`src/rtl/result_stream_encoder.sv`:
```
// Reads the solution vector X back from RAM and streams it to the CPU as
// 8-bit run-length codes {1'b0, bit, run[5:0]}, one word at a time, MSB first.
module result_stream_encoder #(
  parameter int N    = 32,
  parameter int AW   = 20,
  parameter int BASE = 20
) (
  input  logic          clk,
  input  logic          reset,
  input  logic          start,
  input  logic [15:0]   count,
  output logic          mem_rd,
  output logic [AW-1:0] mem_addr,
  input  logic [N-1:0]  mem_data,
  output logic [7:0]    code,
  output logic          code_valid,
  input  logic          code_ready,
  output logic          eob,
  output logic          busy,
  output logic          done,
  output logic [2:0]    dbg_state
);

  localparam logic [2:0] IDLE  = 3'd0;
  localparam logic [2:0] FETCH = 3'd1;
  localparam logic [2:0] WAIT  = 3'd2;
  localparam logic [2:0] SCAN  = 3'd3;
  localparam logic [2:0] EMIT  = 3'd4;
  localparam logic [2:0] FIN   = 3'd5;

  logic [2:0]   state;
  logic [15:0]  words_left;
  logic [N-1:0] sh;
  logic [5:0]   rem;
  logic [5:0]   run;
  logic         cur;

  // Handshake: a code transfers on a rising edge where code_valid and
  // code_ready are both high; code_valid never drops and code/eob never
  // change until that transfer happens.
  always_ff @(posedge clk or negedge reset) begin
    if (!reset) begin
      state      <= IDLE;
      words_left <= '0;
      mem_addr   <= '0;
      sh         <= '0;
      rem        <= '0;
      run        <= '0;
      cur        <= 1'b0;
    end else begin
      case (state)
        IDLE: begin
          if (start) begin
            words_left <= count;
            mem_addr   <= AW'(BASE);
            state      <= FETCH;
          end
        end
        // A zero-length stream passes through FETCH without reading RAM.
        FETCH: state <= (words_left == 16'd0) ? FIN : WAIT;
        WAIT: begin
          sh    <= mem_data;
          rem   <= 6'(N);
          run   <= '0;
          state <= SCAN;
        end
        SCAN: begin
          if (run == 6'd0 || sh[N-1] == cur) begin
            cur <= sh[N-1];
            run <= run + 6'd1;
            sh  <= sh << 1;
            rem <= rem - 6'd1;
            // Leave as soon as the word is exhausted or the next bit breaks the run.
            if (rem == 6'd1 || sh[N-2] != sh[N-1]) state <= EMIT;
          end else begin
            state <= EMIT;
          end
        end
        EMIT: begin
          if (code_ready) begin
            if (rem != 6'd0) begin
              run   <= '0;
              state <= SCAN;
            end else if (words_left > 16'd1) begin
              words_left <= words_left - 16'd1;
              mem_addr   <= mem_addr + AW'(1);
              state      <= FETCH;
            end else begin
              state <= FIN;
            end
          end
        end
        FIN:     state <= IDLE;
        default: state <= IDLE;
      endcase
    end
  end

  assign mem_rd     = (state == FETCH) && (words_left != 16'd0);
  assign code_valid = (state == EMIT);
  assign code       = code_valid ? {1'b0, cur, run} : 8'h00;
  assign eob        = code_valid && (rem == 6'd0) && (words_left == 16'd1);
  assign busy       = (state != IDLE);
  assign done       = (state == FIN);
  assign dbg_state  = state;

endmodule

```
`config.mk`:
```
export PLATFORM = sky130hd
export DESIGN_NAME = result_stream_encoder
export DESIGN_NICKNAME = d
export VERILOG_FILES = /design/src/rtl/result_stream_encoder.sv
export SDC_FILE = /design/constraint.sdc
export NUM_CORES = 1
export LEC_CHECK = 0
export CAP_MARGIN = 20
export CORE_AREA = 4 4 109 121
export DETAILED_ROUTE_END_ITERATION = 10
export DIE_AREA = 0 0 113 125
export PLACE_DENSITY = 0.64
export SYNTH_ARGS = -nofsm -noshare
export SYNTH_HDL_FRONTEND = slang
export SYNTH_SLANG_ARGS = --single-unit
```
`constraint.sdc`:
```
create_clock -name clk -period 5.9 [get_ports clk]
set_input_delay 1.77 -clock clk [delete_from_list [all_inputs] [get_ports clk]]
set_output_delay 1.77 -clock clk [all_outputs]
set_load 0.01 [all_outputs]
```
==> results of run 1 <==
-- cell type report --
type	count	share of cell area, %
inverters	10	0.622
multi-input cells	389	40.4
flip-flops and latches	84	34.8
well taps	154	3.19
clock inverters	6	1.85
repair buffers	92	15.3
clock buffers	10	3.80
-- cell usage in the layout, fill, tap and decap left out, drive strengths merged, types with 6 or more instances in the layout --
| master | count |
|---|---|
| a21oi | 28 |
| a31oi | 8 |
| and2 | 7 |
| and3 | 6 |
| buf | 7 |
| clkbuf | 10 |
| clkdlybuf4s50 | 85 |
| dfrtp | 84 |
| ha | 7 |
| inv | 11 |
| mux2i | 36 |
| nand2 | 68 |
| nand3 | 16 |
| nor2 | 35 |
| nor3 | 12 |
| nor4 | 8 |
| o21ai | 57 |
| o31ai | 18 |
| or4 | 12 |
-- worst register-to-register path, stage by stage (launching register included) --
cell	delay, ns
sky130_fd_sc_hd__dfrtp_1	0.56
sky130_fd_sc_hd__inv_2	0.13
sky130_fd_sc_hd__nand3b_1	0.10
sky130_fd_sc_hd__buf_4	0.31
sky130_fd_sc_hd__inv_1	0.10
sky130_fd_sc_hd__nand2_1	0.17
sky130_fd_sc_hd__o31a_1	0.46
sky130_fd_sc_hd__nand2_1	0.42
sky130_fd_sc_hd__o31ai_1	0.41
-- metrics by stage --
stage	power, mW	hold WS [ns]	cell area [sq um]
CTS	2.73	0.485	6000
finish	2.71	0.476	6030
global placement	2.03	0.461	5660
global route	2.91	0.509	6030
floorplan	1.75	0.449	4710
detailed placement	2.07	0.470	5660
-- per-layer routing --
metal,vias up,GRT usage [%]
li1,2037,-
met1,2035,21.6
met2,106,27.1
met3,22,3.48
met4,0,7.07
met5,-,0
-- power by group through the flow --
stage,registers (mW),logic (mW),clock network [mW]
2_1_floorplan,0.942,0.804,0
3_3_place_gp,1.01,1.03,0
3_5_place_dp,1.02,1.06,0
4_1_cts,1.01,1.06,0.666
5_1_grt,1.05,1.18,0.688
6_report,1.01,1.05,0.648
-- flip-flops by register name, summed over array words and instances, names as in the netlist --
signal      count
cur             1
dbg_state       3
mem_addr       20
rem             6
run             6
sh             32
words_left     16
-- cells by family (layout without fill, tap and decap cells) --
| logic type | Yosys count | after routing | synth area share (%) |
|---|---|---|---|
| compound gates | 146 | 146 | 19.7 |
| xor+xnor | 3 | 3 | 0.558 |
| fa+ha+maj | 7 | 7 | 1.86 |
| buf+inv | 42 | 118 | 3.90 |
| flops | 84 | 84 | 44.6 |
| mux | 36 | 36 | 7.65 |
| other cells | 1 | 1 | 0.0796 |
| simple gates | 196 | 196 | 21.7 |
-- how the worst max path moves through the flow --
stage | endpoint | slack [ns]
3_3_place_gp | mem_rd | 1.69
5_1_grt | mem_rd | 1.02
4_1_cts | mem_rd | 1.24
2_1_floorplan | mem_rd | 2.30
3_5_place_dp | mem_rd | 1.63
6_report | mem_rd | 1.24
==> out/summary.log, run 1 <==
[synth] main area contributors after synthesis sky130_fd_sc_hd__dfrtp_1 (45%), sky130_fd_sc_hd__mux2i_1 (7.6%), sky130_fd_sc_hd__o21ai_0 (5.7%)
[synth] Synth top area share 44.6%
[synth] post-synthesis net count 574
[setup_path] crit path max-delay cell type sky130_fd_sc_hd__or4b_1
[floorplan] number of cell rows 42
[cells_and_area] area grow syn2layout 28.0%
[setup_path] Reg2Reg Depth 8
[power] Max VDD drop 0.225 mV
[synth] share of synthesized flip-flops with an asynchronous set or reset 100%
[global_route] antenna violations before repair 0
[cts] later-pin clock latency in the skew report 0.34 ns
[sta] final setup margin 1.24 ns
[sta] setup repair after global routing missed its margin no
[floorplan] number of top-level pins 88
[route] number of violations reported at the end of detailed-routing iteration 0 289
[synth] most area-hungry cell type in the Yosys netlist sky130_fd_sc_hd__dfrtp_1
[setup_path] count of buffer and inverter cells on the critical path 2
[sta] slew margin rel. 33.8%
[floorplan] die extent in x 113 microns
[cells_and_area] area taken by multi-input logic gates 0.00244 sq mm
[synth] synth unique cells 63
[placed_design] final HPWL from detailed placement 8.07 mm
[floorplan] Die ar. 0.0141 sq mm
[placed_design] Post-Place Worst Slack 1.63 ns
[floorplan] die outline height 125 microns
[setup_path] critical-path maximum fanout 6
[cts] clock transition at the registers of the reported paths 0.06 ns
[route] Total Routed Length 11.8 mm
[cells_and_area] number of nets in the layout 645
[sta] total negative slack for setup checks 0 ns
[global_route] number of global-route vias before repair 4,120
[sta] Final setup viols 0
[cts] clock tree from TritonCTS built
[synth] synthesized area per cell 9.15 sq um
[setup_path] Required @ worst endpoint 4.13 ns
[setup_path] data arrival time of the worst path 2.89 ns
[route] detailed-route wire length on metal 1 5.35 mm
[placed_design] number of buffer cells added on primary ports 86
[setup_path] Critical path origin words_left[0]$_DFFE_PN0P_
[setup_path] total stage count of the critical path 7
[hold_path] end of the worst hold path sh[20]$_DFFE_PN0P_
[setup_path] critical path startpoint category flip-flop
[cells_and_area] register cell area after layout 0.00210 sq mm
[sta] Worst Max-Slew Pin Slew 0.987 ns
[power] switching power share of the total 39.3%
[synth] flip-flop and latch count after synthesis 84
[sta] minimum clock period 4.66 ns
[floorplan] starting utilization of the core area 39.5%
[route] detailed-route vias per instance 5.64
[route] mean routed wirelength per cell 15.8 microns
[global_route] all-layer global routing usage 16.7%
[power] part of the total power dissipated in the clock network 23.9%
[power] portion of total power attributed to combinational logic 38.8%
[setup_path] register-to-register setup slack 3.14 ns
[cts] TritonCTS buffer count 9
[hold_path] number of cells on the worst hold path 2
[cts] post-CTS sizing 0
[hold_path] classification of the worst-slack hold path reg -> reg
[synth] gate count of the mapped netlist 515
[cts] Post-CTS Setup Bufs 0
[route] number of detailed-routing iterations run before antenna repair 4
[route] antenna violation net count after detailed routing 0
[flow_run] total of max-cap violations 0
[synth] fraction of the yosys area taken by sequential cells 44.6%
[hold_path] startpoint of the lowest-slack hold path sh[20]$_DFFE_PN0P_
[synth] number of synthesis warnings 0
[setup_path] kind of cell adding the most delay to the critical path simple AND/OR/NAND/NOR gates
[cells_and_area] final-layout fill cell count 1,132
[synth] list of most frequent post-synthesis cells sky130_fd_sc_hd__dfrtp_1 (84), sky130_fd_sc_hd__nand2_1 (68), sky130_fd_sc_hd__o21ai_0 (54), sky130_fd_sc_hd__mux2i_1 (36), sky130_fd_sc_hd__nor2_1 (35)
[route] uppermost layer routed met4
[power] internal power contribution 1.64 mW
[placed_design] instance count after placement with tap cells included 728
[setup_path] type of the setup path with the least slack reg -> out
[setup_path] largest stage delay on the critical path 0.57 ns
[cells_and_area] share of final-layout standard cells stronger than drive strength 1 6.26%
[setup_path] element type at the critical path end output pin
[cts] hold-fix buffers at CTS 0
[setup_path] launch instance of the worst register-to-register path dbg_state[0]$_DFFE_PN0P_
[synth] Post-synth EDFFs 0
[route] detailed-route via count 4,200
[power] part of the power in registers 37.3%
[power] net switching power of the design 1.06 mW
[cells_and_area] final core utilization 50.6%
[global_route] total global routing overflow 0
[route] wire length on met2 5.60 mm
[sta] Hold Vio Cnt, Final 0
[sta] Clock Skew 0.00548 ns
[setup_path] worst-path cell chain inv_1 > ha_1 > or4b_1 > nor3_1 > and3_1 > nor2_1 > clkdlybuf4s50_1
[power] Lkg Pwr 2.62 nW
[cts] # H-tree levels 3
[global_route] wire length of the first global-routing pass 19.6 mm
[floorplan] core region area 0.0119 sq mm
[synth] library cell with the highest instance count after synthesis sky130_fd_sc_hd__dfrtp_1
[setup_path] reg-to-reg endpoint words_left[0]$_DFFE_PN0P_
[synth] post-synthesis cell area 0.00471 sq mm
[power] pwr/cell area 449 mW/mm^2
[sta] f_max 215 MHz
[route] total met3 wirelength after detailed routing 576 microns
[sta] fraction of the cycle the final worst path needs 79.0%
[status] run status completed
[cts] CTS Sinks 84
[placed_design] final RePlAce weighted congestion 0.862
[cts] maximum root-to-sink buffer count 2
[global_route] largest net degree at the start of global routing 85
[cells_and_area] number of diodes 0
[sta] final-report max-slew violation count 0
[route] DRC 0
[synth] most frequently used flop master after synthesis sky130_fd_sc_hd__dfrtp_1
[cts] master cell of the clock root buffer sky130_fd_sc_hd__clkbuf_16
[cells_and_area] non-filler instance count after layout 745
Note: power is estimated with default switching activity, not from simulation.
==> inputs of run 2 (changes only) <==
clock period = 4.52 ns   (was 5.9 ns; I/O delays follow)
==> run 2 against run 1 <==
- clock skew increased by 0.0064 ns
- utilization decreased by 0.17 points
- clock-buffer cell count increased by 1
- clock power increased by 20%
- sequential power increased by 31%
- global-route usage increased by 0.25 points
- sequential cell count unchanged
- combinational power increased by 30%
- first-iteration DRC count decreased by 12%
- critical path type unchanged
- largest power group unchanged
- highest routed layer unchanged
==> out/summary.log, run 2 (synthesized netlist as in run 1, its figures left out) <==
[status] run status completed
[sta] Worst Max-Slew Pin Slew 1.06 ns
[flow_run] total of max-cap violations 0
[global_route] total global routing overflow 0
[power] pwr/cell area 575 mW/mm^2
[sta] final-report max-slew violation count 0
[cts] clock transition at the registers of the reported paths 0.06 ns
[route] detailed-route via count 4,190
[placed_design] number of buffer cells added on primary ports 86
[floorplan] die extent in x 113 microns
[cts] later-pin clock latency in the skew report 0.35 ns
[cts] clock tree from TritonCTS built
[cts] CTS Sinks 84
[hold_path] startpoint of the lowest-slack hold path sh[25]$_DFFE_PN0P_
[cts] # H-tree levels 3
[cts] post-CTS sizing 0
[floorplan] number of cell rows 42
[cells_and_area] Biggest register sh
[setup_path] largest stage delay on the critical path 0.57 ns
[sta] setup repair after global routing missed its margin no
[sta] f_max 235 MHz
[global_route] all-layer global routing usage 16.9%
[cts] master cell of the clock root buffer sky130_fd_sc_hd__clkbuf_16
[global_route] antenna violations before repair 0
[cells_and_area] number of diodes 0
[sta] fraction of the cycle the final worst path needs 94.3%
[setup_path] data arrival time of the worst path 2.91 ns
[global_route] largest net degree at the start of global routing 85
[route] antenna violation net count after detailed routing 0
[floorplan] die outline height 125 microns
[floorplan] starting utilization of the core area 39.5%
[route] mean routed wirelength per cell 15.7 microns
[setup_path] critical path startpoint category flip-flop
[cts] TritonCTS buffer count 9
[hold_path] end of the worst hold path sh[25]$_DFFE_PN0P_
[sta] total negative slack for setup checks 0 ns
[placed_design] final HPWL from detailed placement 8.05 mm
[setup_path] type of the setup path with the least slack reg -> out
[cells_and_area] final-layout fill cell count 1,151
[sta] slew margin rel. 29.4%
[route] detailed-route wire length on metal 1 5.20 mm
[cells_and_area] number of nets in the layout 646
[sta] Clock Skew 0.0119 ns
[cells_and_area] share of final-layout standard cells stronger than drive strength 1 6.59%
[sta] Final setup viols 0
[route] number of violations reported at the end of detailed-routing iteration 0 255
[route] number of detailed-routing iterations run before antenna repair 5
[cells_and_area] max FFs per register 32
[placed_design] final RePlAce weighted congestion 0.831
[power] Lkg Pwr 2.61 nW
[setup_path] launch instance of the worst register-to-register path words_left[14]$_DFFE_PN0P_
[sta] minimum clock period 4.26 ns
[sta] Hold Vio Cnt, Final 0
[floorplan] number of top-level pins 88
[cts] hold-fix buffers at CTS 0
[global_route] number of global-route vias before repair 4,067
[setup_path] kind of cell adding the most delay to the critical path simple AND/OR/NAND/NOR gates
[route] total met3 wirelength after detailed routing 740 microns
[cells_and_area] commonest cells after routing, fill and taps aside sky130_fd_sc_hd__clkdlybuf4s50_1 (85), sky130_fd_sc_hd__dfrtp_1 (84), sky130_fd_sc_hd__nand2_1 (68)
[floorplan] core region area 0.0119 sq mm
[setup_path] count of buffer and inverter cells on the critical path 2
[setup_path] worst-path cell chain inv_1 > ha_1 > or4b_1 > nor3_1 > and3_1 > nor2_1 > clkdlybuf4s50_1
[route] detailed-route vias per instance 5.62
[cts] maximum root-to-sink buffer count 2
[hold_path] classification of the worst-slack hold path reg -> reg
[cts] Post-CTS Setup Bufs 0
[setup_path] register-to-register setup slack 1.75 ns
[setup_path] crit path max-delay cell type sky130_fd_sc_hd__or4b_1
[floorplan] Die ar. 0.0141 sq mm
[power] Max VDD drop 0.285 mV
[cells_and_area] area grow syn2layout 27.6%
[setup_path] Reg2Reg Depth 5
[route] uppermost layer routed met4
[cells_and_area] non-filler instance count after layout 746
[global_route] wire length of the first global-routing pass 20.0 mm
[setup_path] reg-to-reg endpoint words_left[1]$_DFFE_PN0P_
[hold_path] number of cells on the worst hold path 2
[route] Total Routed Length 11.7 mm
[setup_path] Required @ worst endpoint 3.16 ns
[setup_path] critical-path maximum fanout 6
[setup_path] element type at the critical path end output pin
[placed_design] instance count after placement with tap cells included 729
[route] DRC 0
[cells_and_area] leading cell type in the layout, fill and taps excluded sky130_fd_sc_hd__clkdlybuf4s50_1
[cells_and_area] largest registers ranked by flip-flop count sh (32), mem_addr (20), words_left (16)
[route] wire length on met2 5.63 mm
## run 2: changes by cell type in the layout (fill, tap and decap cells not counted)
| cell | before | now |
|---|---|---|
| sky130_fd_sc_hd__clkbuf_8 | 0 | 2 |
| sky130_fd_sc_hd__clkbuf_1 | 1 | 0 |
| sky130_fd_sc_hd__buf_4 | 6 | 7 |
| sky130_fd_sc_hd__bufinv_16 | 3 | 1 |
| sky130_fd_sc_hd__clkinv_4 | 0 | 2 |
| sky130_fd_sc_hd__inv_6 | 1 | 0 |
## run 2: worst max-delay path by stage
stage                                    from  endpoint  slack, ns  depth (start not counted)
CTS                 words_left[0]$_DFFE_PN0P_    mem_rd       0.23                          7
detailed placement  words_left[0]$_DFFE_PN0P_    mem_rd       0.62                          7
floorplan           words_left[0]$_DFFE_PN0P_    mem_rd       1.34                          6
finish              words_left[0]$_DFFE_PN0P_    mem_rd       0.26                          7
global placement    words_left[0]$_DFFE_PN0P_    mem_rd       0.72                          7
global route        words_left[0]$_DFFE_PN0P_    mem_rd       0.11                          7
## run 2: layout make-up
class                           count  area, sq um  share of cell area, %
Multi-Input combinational cell    389         2440                   40.5
Sequential cell                    84         2100                   35.0
Timing Repair Buffer               93          931                   15.5
Clock buffer                       11          253                   4.20
Tap cell                          154          193                   3.20
Clock inverter                      5         60.1                  0.999
Inverter                           10         37.5                  0.624
## run 2: worst register-to-register path, cell delays in order, from the launching register on
cell and delay [ns]:
sky130_fd_sc_hd__dfrtp_1 0.43, sky130_fd_sc_hd__nor4_2 0.46, sky130_fd_sc_hd__nand4b_1 0.32, sky130_fd_sc_hd__o31ai_2 0.93
sky130_fd_sc_hd__nor2_1 0.30, sky130_fd_sc_hd__mux2i_1 0.20
## run 2: report_power, final
part	switching, mW	internal [mW]
Sequential	0.287	1.03
Clock	0.316	0.460
Combinational	0.791	0.573
Total	1.39	2.06
## run 2: through the flow
stage	utilization, %	setup WS, ns	power [mW]	hold WS, ns	instance area (sq um)
2_1_floorplan	-	1.34	2.28	0.449	4710
3_3_place_gp	47.5	0.724	2.65	0.461	5660
3_5_place_dp	47.5	0.616	2.71	0.470	5670
4_1_cts	50.2	0.234	3.49	0.485	5980
5_1_grt	50.4	0.107	3.74	0.514	6010
6_report	50.4	0.258	3.46	0.481	6010
## run 2: routing by layer
metal  global-route usage [%]  vias up
li1                         -     2037
met1                     22.5     2016
met2                     27.3      122
met3                     3.96       15
met4                     5.59        0
met5                        0        -
==> inputs of run 3 (changes only) <==
CELL_PAD_IN_SITES_DETAIL_PLACEMENT = 0   (was unset)
CELL_PAD_IN_SITES_GLOBAL_PLACEMENT = 1   (was unset)
CTS_CLUSTER_SIZE = 8   (was unset)
PLACE_DENSITY = 0.81   (was 0.64)
==> run 3 against run 2 <==
- setup slack got worse by 0.018 ns
- critical path type unchanged
- maximum frequency fell by 0.41%
- first-iteration DRC count fell by 16%
- clock-buffer cell count fell by 2
- clock skew fell by 0.0061 ns
- via count fell by 0.72%
- critical path depth did not move
- combinational power barely moved
- cell area fell by 0.52%
- hold slack improved by 0.0034 ns
- die area did not move
==> out/summary.log, run 3 (synthesized netlist as in run 1, its figures left out) <==
[cts] # H-tree levels 3
[sta] f_max 234 MHz
[route] mean routed wirelength per cell 15.9 microns
[sta] Hold Vio Cnt, Final 0
[placed_design] final RePlAce weighted congestion 0.816
[setup_path] reg-to-reg endpoint run[4]$_DFFE_PN0P_
[sta] final-report max-slew violation count 0
[global_route] wire length of the first global-routing pass 20.0 mm
[cells_and_area] largest registers ranked by flip-flop count sh (32), mem_addr (20), words_left (16)
[setup_path] launch instance of the worst register-to-register path dbg_state[0]$_DFFE_PN0P_
[cells_and_area] leading cell type in the layout, fill and taps excluded sky130_fd_sc_hd__clkdlybuf4s50_1
[setup_path] critical-path maximum fanout 6
[floorplan] number of cell rows 42
[cts] Post-CTS Setup Bufs 0
[power] net switching power of the design 1.41 mW
[placed_design] instance count after placement with tap cells included 729
[power] internal power contribution 2.04 mW
[setup_path] element type at the critical path end output pin
[cells_and_area] commonest cells after routing, fill and taps aside sky130_fd_sc_hd__clkdlybuf4s50_1 (85), sky130_fd_sc_hd__dfrtp_1 (84), sky130_fd_sc_hd__nand2_1 (68)
[cts] later-pin clock latency in the skew report 0.34 ns
[sta] total negative slack for setup checks 0 ns
[setup_path] data arrival time of the worst path 2.92 ns
[route] DRC 0
[power] part of the total power dissipated in the clock network 21.8%
[hold_path] classification of the worst-slack hold path reg -> reg
[sta] Clock Skew 0.00578 ns
[cts] clock transition at the registers of the reported paths 0.07 ns
[cts] clock tree from TritonCTS built
[setup_path] Required @ worst endpoint 3.16 ns
[cells_and_area] max FFs per register 32
[floorplan] number of top-level pins 88
[global_route] all-layer global routing usage 16.9%
[setup_path] critical path startpoint category flip-flop
[cells_and_area] number of diodes 0
[setup_path] endpoint of the worst setup timing path mem_rd
[setup_path] Critical path origin words_left[0]$_DFFE_PN0P_
[cells_and_area] post-route design area 0.00598 sq mm
[power] portion of total power attributed to combinational logic 39.8%
[cts] maximum root-to-sink buffer count 2
[flow_run] total of max-cap violations 0
[placed_design] cell area after placement 0.00567 sq mm
[floorplan] starting utilization of the core area 39.5%
[cells_and_area] share of final-layout standard cells stronger than drive strength 1 6.59%
[cts] master cell of the clock root buffer sky130_fd_sc_hd__clkbuf_16
[setup_path] type of the setup path with the least slack reg -> out
[status] run status completed
[floorplan] core region area 0.0119 sq mm
[sta] fraction of the cycle the final worst path needs 94.7%
[cts] post-CTS sizing 0
[sta] Worst Max-Slew Pin Slew 1.00 ns
[cells_and_area] Biggest register sh
[cts] hold-fix buffers at CTS 0
[cells_and_area] register cell area after layout 0.00210 sq mm
[floorplan] die outline height 125 microns
[route] detailed-route vias per instance 5.58
[cells_and_area] area grow syn2layout 27.0%
[floorplan] die extent in x 113 microns
[route] Total Routed Length 11.8 mm
[global_route] number of global-route vias before repair 4,148
[placed_design] number of buffer cells added on primary ports 86
[cells_and_area] final-layout fill cell count 1,133
[sta] worst hold slack across all endpoints 0.484 ns
[placed_design] final HPWL from detailed placement 8.36 mm
[power] part of the power in registers 38.4%
[power] Pwr Total 3.44 mW
[power] Lkg Pwr 2.60 nW
[sta] setup repair after global routing missed its margin no
[cts] TritonCTS buffer count 9
[floorplan] Die ar. 0.0141 sq mm
[route] number of violations reported at the end of detailed-routing iteration 0 213
[cells_and_area] number of nets in the layout 646
[sta] Final setup viols 0
[route] number of detailed-routing iterations run before antenna repair 5
[power] pwr/cell area 576 mW/mm^2
[sta] slew margin rel. 32.9%
[route] detailed-route via count 4,160
[setup_path] Reg2Reg Depth 5
[cells_and_area] non-filler instance count after layout 746
[power] switching power share of the total 40.9%
[global_route] largest net degree at the start of global routing 70
[cells_and_area] area taken by multi-input logic gates 0.00244 sq mm
[sta] minimum clock period 4.28 ns
[global_route] antenna violations before repair 0
[setup_path] register-to-register setup slack 1.87 ns
[route] antenna violation net count after detailed routing 0
[power] Max VDD drop 0.281 mV
[cts] CTS Sinks 84
[global_route] total global routing overflow 0
## run 3: worst max-delay path: stages (launching register included)
cell	delay, ns
sky130_fd_sc_hd__dfrtp_1	0.42
sky130_fd_sc_hd__inv_1	0.10
sky130_fd_sc_hd__ha_1	0.26
sky130_fd_sc_hd__or4b_1	0.58
sky130_fd_sc_hd__nor3_1	0.39
sky130_fd_sc_hd__and3_1	0.29
sky130_fd_sc_hd__nor2_1	0.06
sky130_fd_sc_hd__clkdlybuf4s50_1	0.47
## run 3: how the worst min path moves through the flow
stage	startpoint	end	cells past startpoint
finish	sh[27]$_DFFE_PN0P_	sh[27]$_DFFE_PN0P_	2
CTS	sh[27]$_DFFE_PN0P_	sh[27]$_DFFE_PN0P_	2
global route	sh[27]$_DFFE_PN0P_	sh[27]$_DFFE_PN0P_	2
floorplan	sh[10]$_DFFE_PN0P_	sh[10]$_DFFE_PN0P_	2
detailed placement	sh[27]$_DFFE_PN0P_	sh[27]$_DFFE_PN0P_	2
global placement	sh[15]$_DFFE_PN0P_	sh[15]$_DFFE_PN0P_	2
## run 3: layer usage
| metal | track usage (%) | vias to the layer above | wire length (microns) |
|---|---|---|---|
| li1 | - | 2043 | - |
| met1 | 21.9 | 2009 | 5340 |
| met2 | 28.5 | 98 | 5830 |
| met3 | 3.82 | 10 | 557 |
| met4 | 4.24 | 0 | 114 |
| met5 | 0 | - | 0 |
## run 3: power by group through the flow
stage	clock (mW)	combinational, mW	sequential (mW)
floorplan	0	1.05	1.23
finish	0.751	1.37	1.32
global placement	0	1.34	1.31
detailed placement	0	1.39	1.33
CTS	0.772	1.39	1.32
global route	0.802	1.54	1.37
## run 3: through the flow
| stage | utilization, % | worst slack, ns |
|---|---|---|
| 2_1_floorplan | - | 1.34 |
| 3_3_place_gp | 47.5 | 0.727 |
| 3_5_place_dp | 47.5 | 0.651 |
| 4_1_cts | 50.1 | 0.240 |
| 5_1_grt | 50.1 | 0.0195 |
| 6_report | 50.1 | 0.241 |
## run 3: cell type report
cell class	instances	area share (%)
Multi-Input combinational cell	389	40.7
Tap cell	154	3.22
Clock buffer	9	3.77
Inverter	10	0.628
Clock inverter	7	1.28
Timing Repair Buffer	93	15.2
Sequential cell	84	35.1
